## src/rtl/booth_seq_mult.sv

```systemverilog
// Sequential radix-2 Booth multiplier: one Booth step per clock, N steps per product.
// Optional macro BOOTH_ZERO_BYPASS_EN completes zero-operand products in a single cycle.
module booth_seq_mult #(
  parameter int N = 8
) (
  input  logic                clk,
  input  logic                rst_n,
  input  logic                start,
  input  logic [N-1:0]        mcand,
  input  logic [N-1:0]        mplier,
  output logic                busy,
  output logic                done,
  output logic [2*N-1:0]      product
);

  localparam int CW = $clog2(N) + 1;

  typedef enum logic [1:0] {IDLE, RUN, DONE} state_t;

  state_t           r_state;
  logic [N:0]       r_a;
  logic [N:0]       r_m;
  logic [N-1:0]     r_q;
  logic             r_q1;
  logic [CW-1:0]    r_cnt;
  logic             r_busy;
  logic             r_done;
  logic [2*N-1:0]   r_product;

  logic [N:0]       w_sum;
  logic [N:0]       w_a_next;
  logic [N-1:0]     w_q_next;
  logic             w_bypass;

  // A and M carry one guard bit so subtracting mcand = -2^(N-1) cannot overflow.
  always_comb begin
    w_sum = r_a;
    case ({r_q[0], r_q1})
      2'b01:   w_sum = r_a + r_m;
      2'b10:   w_sum = r_a - r_m;
      default: w_sum = r_a;
    endcase
  end

  assign w_a_next = {w_sum[N], w_sum[N:1]};
  assign w_q_next = {w_sum[0], r_q[N-1:1]};

`ifdef BOOTH_ZERO_BYPASS_EN
  assign w_bypass = (mcand == '0) || (mplier == '0);
`else
  assign w_bypass = 1'b0;
`endif

  always_ff @(posedge clk or negedge rst_n) begin
    if (!rst_n) begin
      r_state   <= IDLE;
      r_a       <= '0;
      r_m       <= '0;
      r_q       <= '0;
      r_q1      <= 1'b0;
      r_cnt     <= '0;
      r_busy    <= 1'b0;
      r_done    <= 1'b0;
      r_product <= '0;
    end else begin
      case (r_state)
        IDLE, DONE: begin
          r_done  <= 1'b0;
          r_state <= IDLE;
          if (start) begin
            r_a   <= '0;
            r_q   <= mplier;
            r_q1  <= 1'b0;
            r_m   <= {mcand[N-1], mcand};
            r_cnt <= CW'(N);
            if (w_bypass) begin
              r_product <= '0;
              r_done    <= 1'b1;
              r_state   <= DONE;
            end else begin
              r_busy  <= 1'b1;
              r_state <= RUN;
            end
          end
        end
        RUN: begin
          r_a   <= w_a_next;
          r_q   <= w_q_next;
          r_q1  <= r_q[0];
          r_cnt <= r_cnt - CW'(1);
          // Last step: publish the low 2N bits of {A,Q} in one shot.
          if (r_cnt == CW'(1)) begin
            r_product <= {w_a_next[N-1:0], w_q_next};
            r_done    <= 1'b1;
            r_busy    <= 1'b0;
            r_state   <= DONE;
          end
        end
        default: begin
          r_state <= IDLE;
          r_busy  <= 1'b0;
          r_done  <= 1'b0;
        end
      endcase
    end
  end

  assign busy    = r_busy;
  assign done    = r_done;
  assign product = r_product;

endmodule

```

## config.mk

```make
export PLATFORM = sky130hd
export DESIGN_NAME = booth_seq_mult
export DESIGN_NICKNAME = d
export VERILOG_FILES = /design/src/rtl/booth_seq_mult.sv
export SDC_FILE = /design/constraint.sdc
export NUM_CORES = 1
export LEC_CHECK = 0
export ABC_AREA = 1
export BUFFER_PORTS_ARGS = -buffer_cell sky130_fd_sc_hd__buf_2
export CAP_MARGIN = 5
export CORE_MARGIN = 5
export CORE_UTILIZATION = 36
export DETAILED_ROUTE_END_ITERATION = 8
export PLACE_DENSITY = 0.54
export SLEW_MARGIN = 20
export SYNTH_ARGS = -nofsm -noshare
export SYNTH_HDL_FRONTEND = slang
export SYNTH_SLANG_ARGS = --single-unit
export TNS_END_PERCENT = 5
```

## constraint.sdc

```tcl
create_clock -name clk -period 2.7 [get_ports clk]
set_input_delay 0.54 -clock clk [delete_from_list [all_inputs] [get_ports clk]]
set_output_delay 0.54 -clock clk [all_outputs]
set_load 0.01 [all_outputs]
```

After elaboration in Yosys (flattened, before gate mapping)
Index checks and enable logic that the tools add are counted.

word-level totals
  logic and storage cells = 43
  flip-flop bits (word level) = 50

operators by class
  multiplexer cells = 17
  equality and inequality tests = 7
  reductions and logical operators = 7
  add/subtract/negate cells = 3

operator list
  kind                                                                   count
  9-bit case mux with 2 select lines                                     2
  8-bit case mux with 2 select lines                                     1
  9-bit adder                                                            1
  9-bit 2-to-1 mux                                                       1
  9-bit subtractor                                                       1
  8-bit 2-to-1 mux                                                       1
  4-bit case mux with 2 select lines                                     1
  2-bit AND reduction                                                    4
  1-bit 2-to-1 mux                                                       6
  2-bit by 1-bit equality test with 1-bit output, second input constant  2
  2-bit equality test, second input constant                             2
  4-bit by 1-bit equality test with 1-bit output, second input constant  1
  4-bit 2-to-1 mux                                                       1
  2-bit inequality test, second input constant                           2
  1-bit case mux with 2 select lines                                     2
  2-bit case mux with 2 select lines                                     1
  4-bit by 1-bit subtractor with 4-bit output, second input constant     1
  2-bit logical NOT                                                      1
  2-bit 2-to-1 mux                                                       1
  2-bit nonzero test                                                     1
  2-bit OR reduction                                                     1

Depth between registers and ports, before layout
  depth in word-level cells = 4
  mapped depth = 19
  gate-level depth less buffers = 19

Worst setup path before layout
OpenSTA, ideal clock, no wires.

  path type = reg-to-reg
  start point = register r_m[0]
  end point = register r_a[7]
  clock period less this slack = 2.356 ns
  slack = 0.344 ns
  buffers on the path = 0
  arrival time = 2.239 ns
  cell stages (with the launch flop) = 20
  required time = 2.583 ns
  cells stage by stage = dfrtp_1 -> inv_2 -> ha_1 -> inv_1 -> nor2_1 -> nand2_1 -> o31ai_1 -> xnor2_1 -> inv_1 -> ha_1 -> nand2_1 -> inv_1 -> a21oi_1 -> nand2_1 -> nand2_1 -> nand3_1 -> nand2_1 -> nand2_1 -> nand2_1 -> nand2_1

between the ends
  word-level cells in the longest chain between the ends = 3
  elaborated cells on any way between the ends = 4
  those cells by class = add/sub: 2; mux: 2

ends and longest elaborated chain
  what                                             line    source
  from (decl)                                      22      logic [N:0] r_m;
  from (signal assigned)                           74      r_m <= {mcand[N-1], mcand};
  9-bit subtractor or 9-bit adder (tied branches)  40, 39
  9-bit case mux with 2 select lines *             38      case ({r_q[0], r_q1})
  9-bit case mux with 2 select lines *             66      case (r_state)
  to (signal assigned)                             87      r_a <= w_a_next;
  to (decl)                                        21      logic [N:0] r_a;

Mark *: on every way between the ends. The rest lies on a longest branch, timed or not.
A chain may end at the register's enable or synchronous reset.

Worst setup path after layout
  start point = register r_q1
  end point = register r_a[3]

between the ends
  word-level cells in the longest chain between the ends = 3
  elaborated cells on any way between the ends = 4
  those cells by class = eq/ne: 2; mux: 2

ends and longest elaborated chain
  what                                                                                   line  source
  from (decl)                                                                            24    logic r_q1;
  from (signal assigned)                                                                 89    r_q1 <= r_q[0];
  2-bit equality test or 2-bit by 1-bit equality test with 1-bit output (tied branches)  38
  9-bit case mux with 2 select lines *                                                   38
  9-bit case mux with 2 select lines *                                                   66

Marked as above.

==> impl_metrics.tcl <==
set metrics [dict create \
    routabilityCongestion 0.840 \
    stdcell_count 445 \
    syn2layout_area_growth_pct 18.2 \
    met3_usage_pct 2.32 \
    root_buffer "clkbuf_8" \
    first_global_vias 2013 \
    initial_utilization_pct 37.2 \
    cts_buffers 5 \
    numClockSinks 48 \
    hold_path.class "in2async" \
    num_vias 2037 \
    yosys.cell_types.count 33 \
    antenna_found_initial 0 \
    num-fill-cells 705 \
    yosysSeqAreaShare_pct 47.3 \
    fin_crit_sh_pct 89.2 \
    htreeDepth 2 \
    grt_use_met1_pct 18.4 \
    status "finished clean" \
    drt_wl_total_um 5420 \
    crit_start "r_q1" \
    synth_area_um2 2540 \
    crit_path_start_kind "flop" \
    antennaDiodeCount 0 \
    syn_area_per_cell_um2 8.27 \
    yosysWarningCount 0 \
    slew_headroom_pct 60.2 \
    drive_above_1_share_pct 18.6 \
    antenna_left 0 \
    grt_pass1_wl_um 9290 \
    place_inst 436 \
    setup_viol 0 \
    grt_max_degree 49 \
    final_area_um2 3000 \
    clock_path_buffers 2 \
    crit_required_ps 2900 \
    path_class "reg2reg" \
    grt_util_met2_pct 21.1 \
    dp_hpwl_um 3950 \
    tritoncts "yes" \
    crit_arrival_ps 2610 \
    core-area_um2 6830 \
    ff2ff_path_depth 13 \
    worstSetupEndpointType "flop" \
    fp.dieH_um 94.0 \
    numPortBuffers 36 \
    cts_hold_buffers 0 \
    dpl-instance-area_um2 2830 \
    async_reset_ff_share_pct 100 \
    drv_slew 0 \
    clk_latency_ps 310 \
    nets 380 \
    synth_top_flop_cell "dfrtp_1" \
    wl_per_cell_um 12.2 \
    vias_per_cell 4.58 \
    worst-path-max-fanout 5 \
    drt_iter0_drc 102 \
    die_width_um 94.0 \
    die_area_um2 8830 \
    groute.usage.overall_pct 13.3 \
    overflow 0 \
    timing.hold.ws_ps 320 \
    dr.pass1.iters 5 \
    drv_cap 0 \
    syn-instance-count 307 \
    period_needed_ps 2410 \
    worst_pin_slew_ps 597 \
    io-pin-count 37 \
    clk_pin_slew_ps 100 \
    hold_viol_final 0 \
    syn_nets 339 \
    ys_seq_elements 48 \
    drc 0 \
    reg2reg_from "r_q1" \
    fmax_mhz 415 \
    placementRows 30 \
    synth_edf_count 0 \
    grt_busiest_layer "met2" \
    finalClockSkew_ps 10.3 \
]
==> cell usage in the layout, fill, tap and decap left out, drive strengths merged, types with 2 or more instances in the layout <==
cell type   n
a21oi       8
buf        41
bufinv      2
clkbuf      5
dfrtp      48
ha         12
inv        44
nand2      98
nand3      16
nand3b      2
nand4       2
nor2       11
o21ai      29
o221ai      7
o22ai       4
or2         3
xnor2       4
xor2        4
==> cells by family after synthesis <==
logic type	synth area share [%]
compound gates	12.4
fa+ha+maj	6.70
simple gates	22.5
xor+xnor	2.76
flops	47.3
buf+inv	8.38
==> layout make-up <==
type | count | area [µm²] | area share, %
tap | 96 | 120 | 4.00
sequential | 48 | 1200 | 40.0
timing repair buffer | 41 | 218 | 7.26
inverter | 44 | 170 | 5.67
multi-input combinational | 208 | 1150 | 38.4
clock inverter | 3 | 68.8 | 2.29
clock buffer | 5 | 68.8 | 2.29
==> flip-flops by register name (all words and copies together) (netlist names) <==
signal / cells
done: 1
r_m: 8
r_cnt: 4
r_state: 1
busy: 1
r_q1: 1
r_a: 8
product: 16
r_q: 8
==> synth_stat cells, drive strengths merged (4+ instances only) <==
master  number  area share (%)
xnor2        4             1.4
inv         43             6.6
a21oi        8             1.7
dfrtp       48              47
o21ai       29             5.7
o221ai       7             2.4
ha          12             5.9
o22ai        4            0.99
nand2       98              14
nor2        11             2.6
clkbuf       4            0.59
nand3       16             3.2
xor2         4             1.4
==> stage by stage <==
stage / worst slack [ps] / setup TNS, ps / utilization, %
global placement: 214 / 0 / 41.4
finish: 291 / 0 / 43.9
floorplan: 344 / 0 / -
detailed placement: 141 / 0 / 41.4
CTS: 122 / 0 / 43.4
global route: -0.529 / -0.529 / 43.9
==> what timing repair did <==
item                       4_1_cts  5_1_grt
gates resized for setup          0        5
setup endpoints to repair        0        4
buffers inserted                 0        1
==> critical path, stage by stage, from the launching register on <==
cell and delay, ps:
dfrtp_1 380, inv_1 80, ha_1 200, clkinv_1 160, nand2_1 110, xor2_1 150
inv_1 50, ha_1 350, a21oi_1 150, nand2_1 120, or2_1 220, nand3_1 70
nand2_1 70, a22o_1 180
==> final timing paths <==
kind,endpoint,slack [ps]
setup / recovery,r_a[3],290
hold / removal,r_cnt[3],320
setup reg to reg,r_a[3],290
hold reg to reg,product[11],480
max in group asynchronous,product[14],1980
min in group clk,r_m[4],430
==> routing by layer <==
| layer | up-vias | routed length (µm) |
|---|---|---|
| met4 | 0 | 80 |
| met2 | 43 | 2280 |
| met5 | - | 0 |
| met1 | 914 | 2860 |
| li1 | 1074 | - |
| met3 | 6 | 188 |
Power is not shown: default switching activity piles up to over one toggle a cycle in this logic, so the estimate is an artifact.
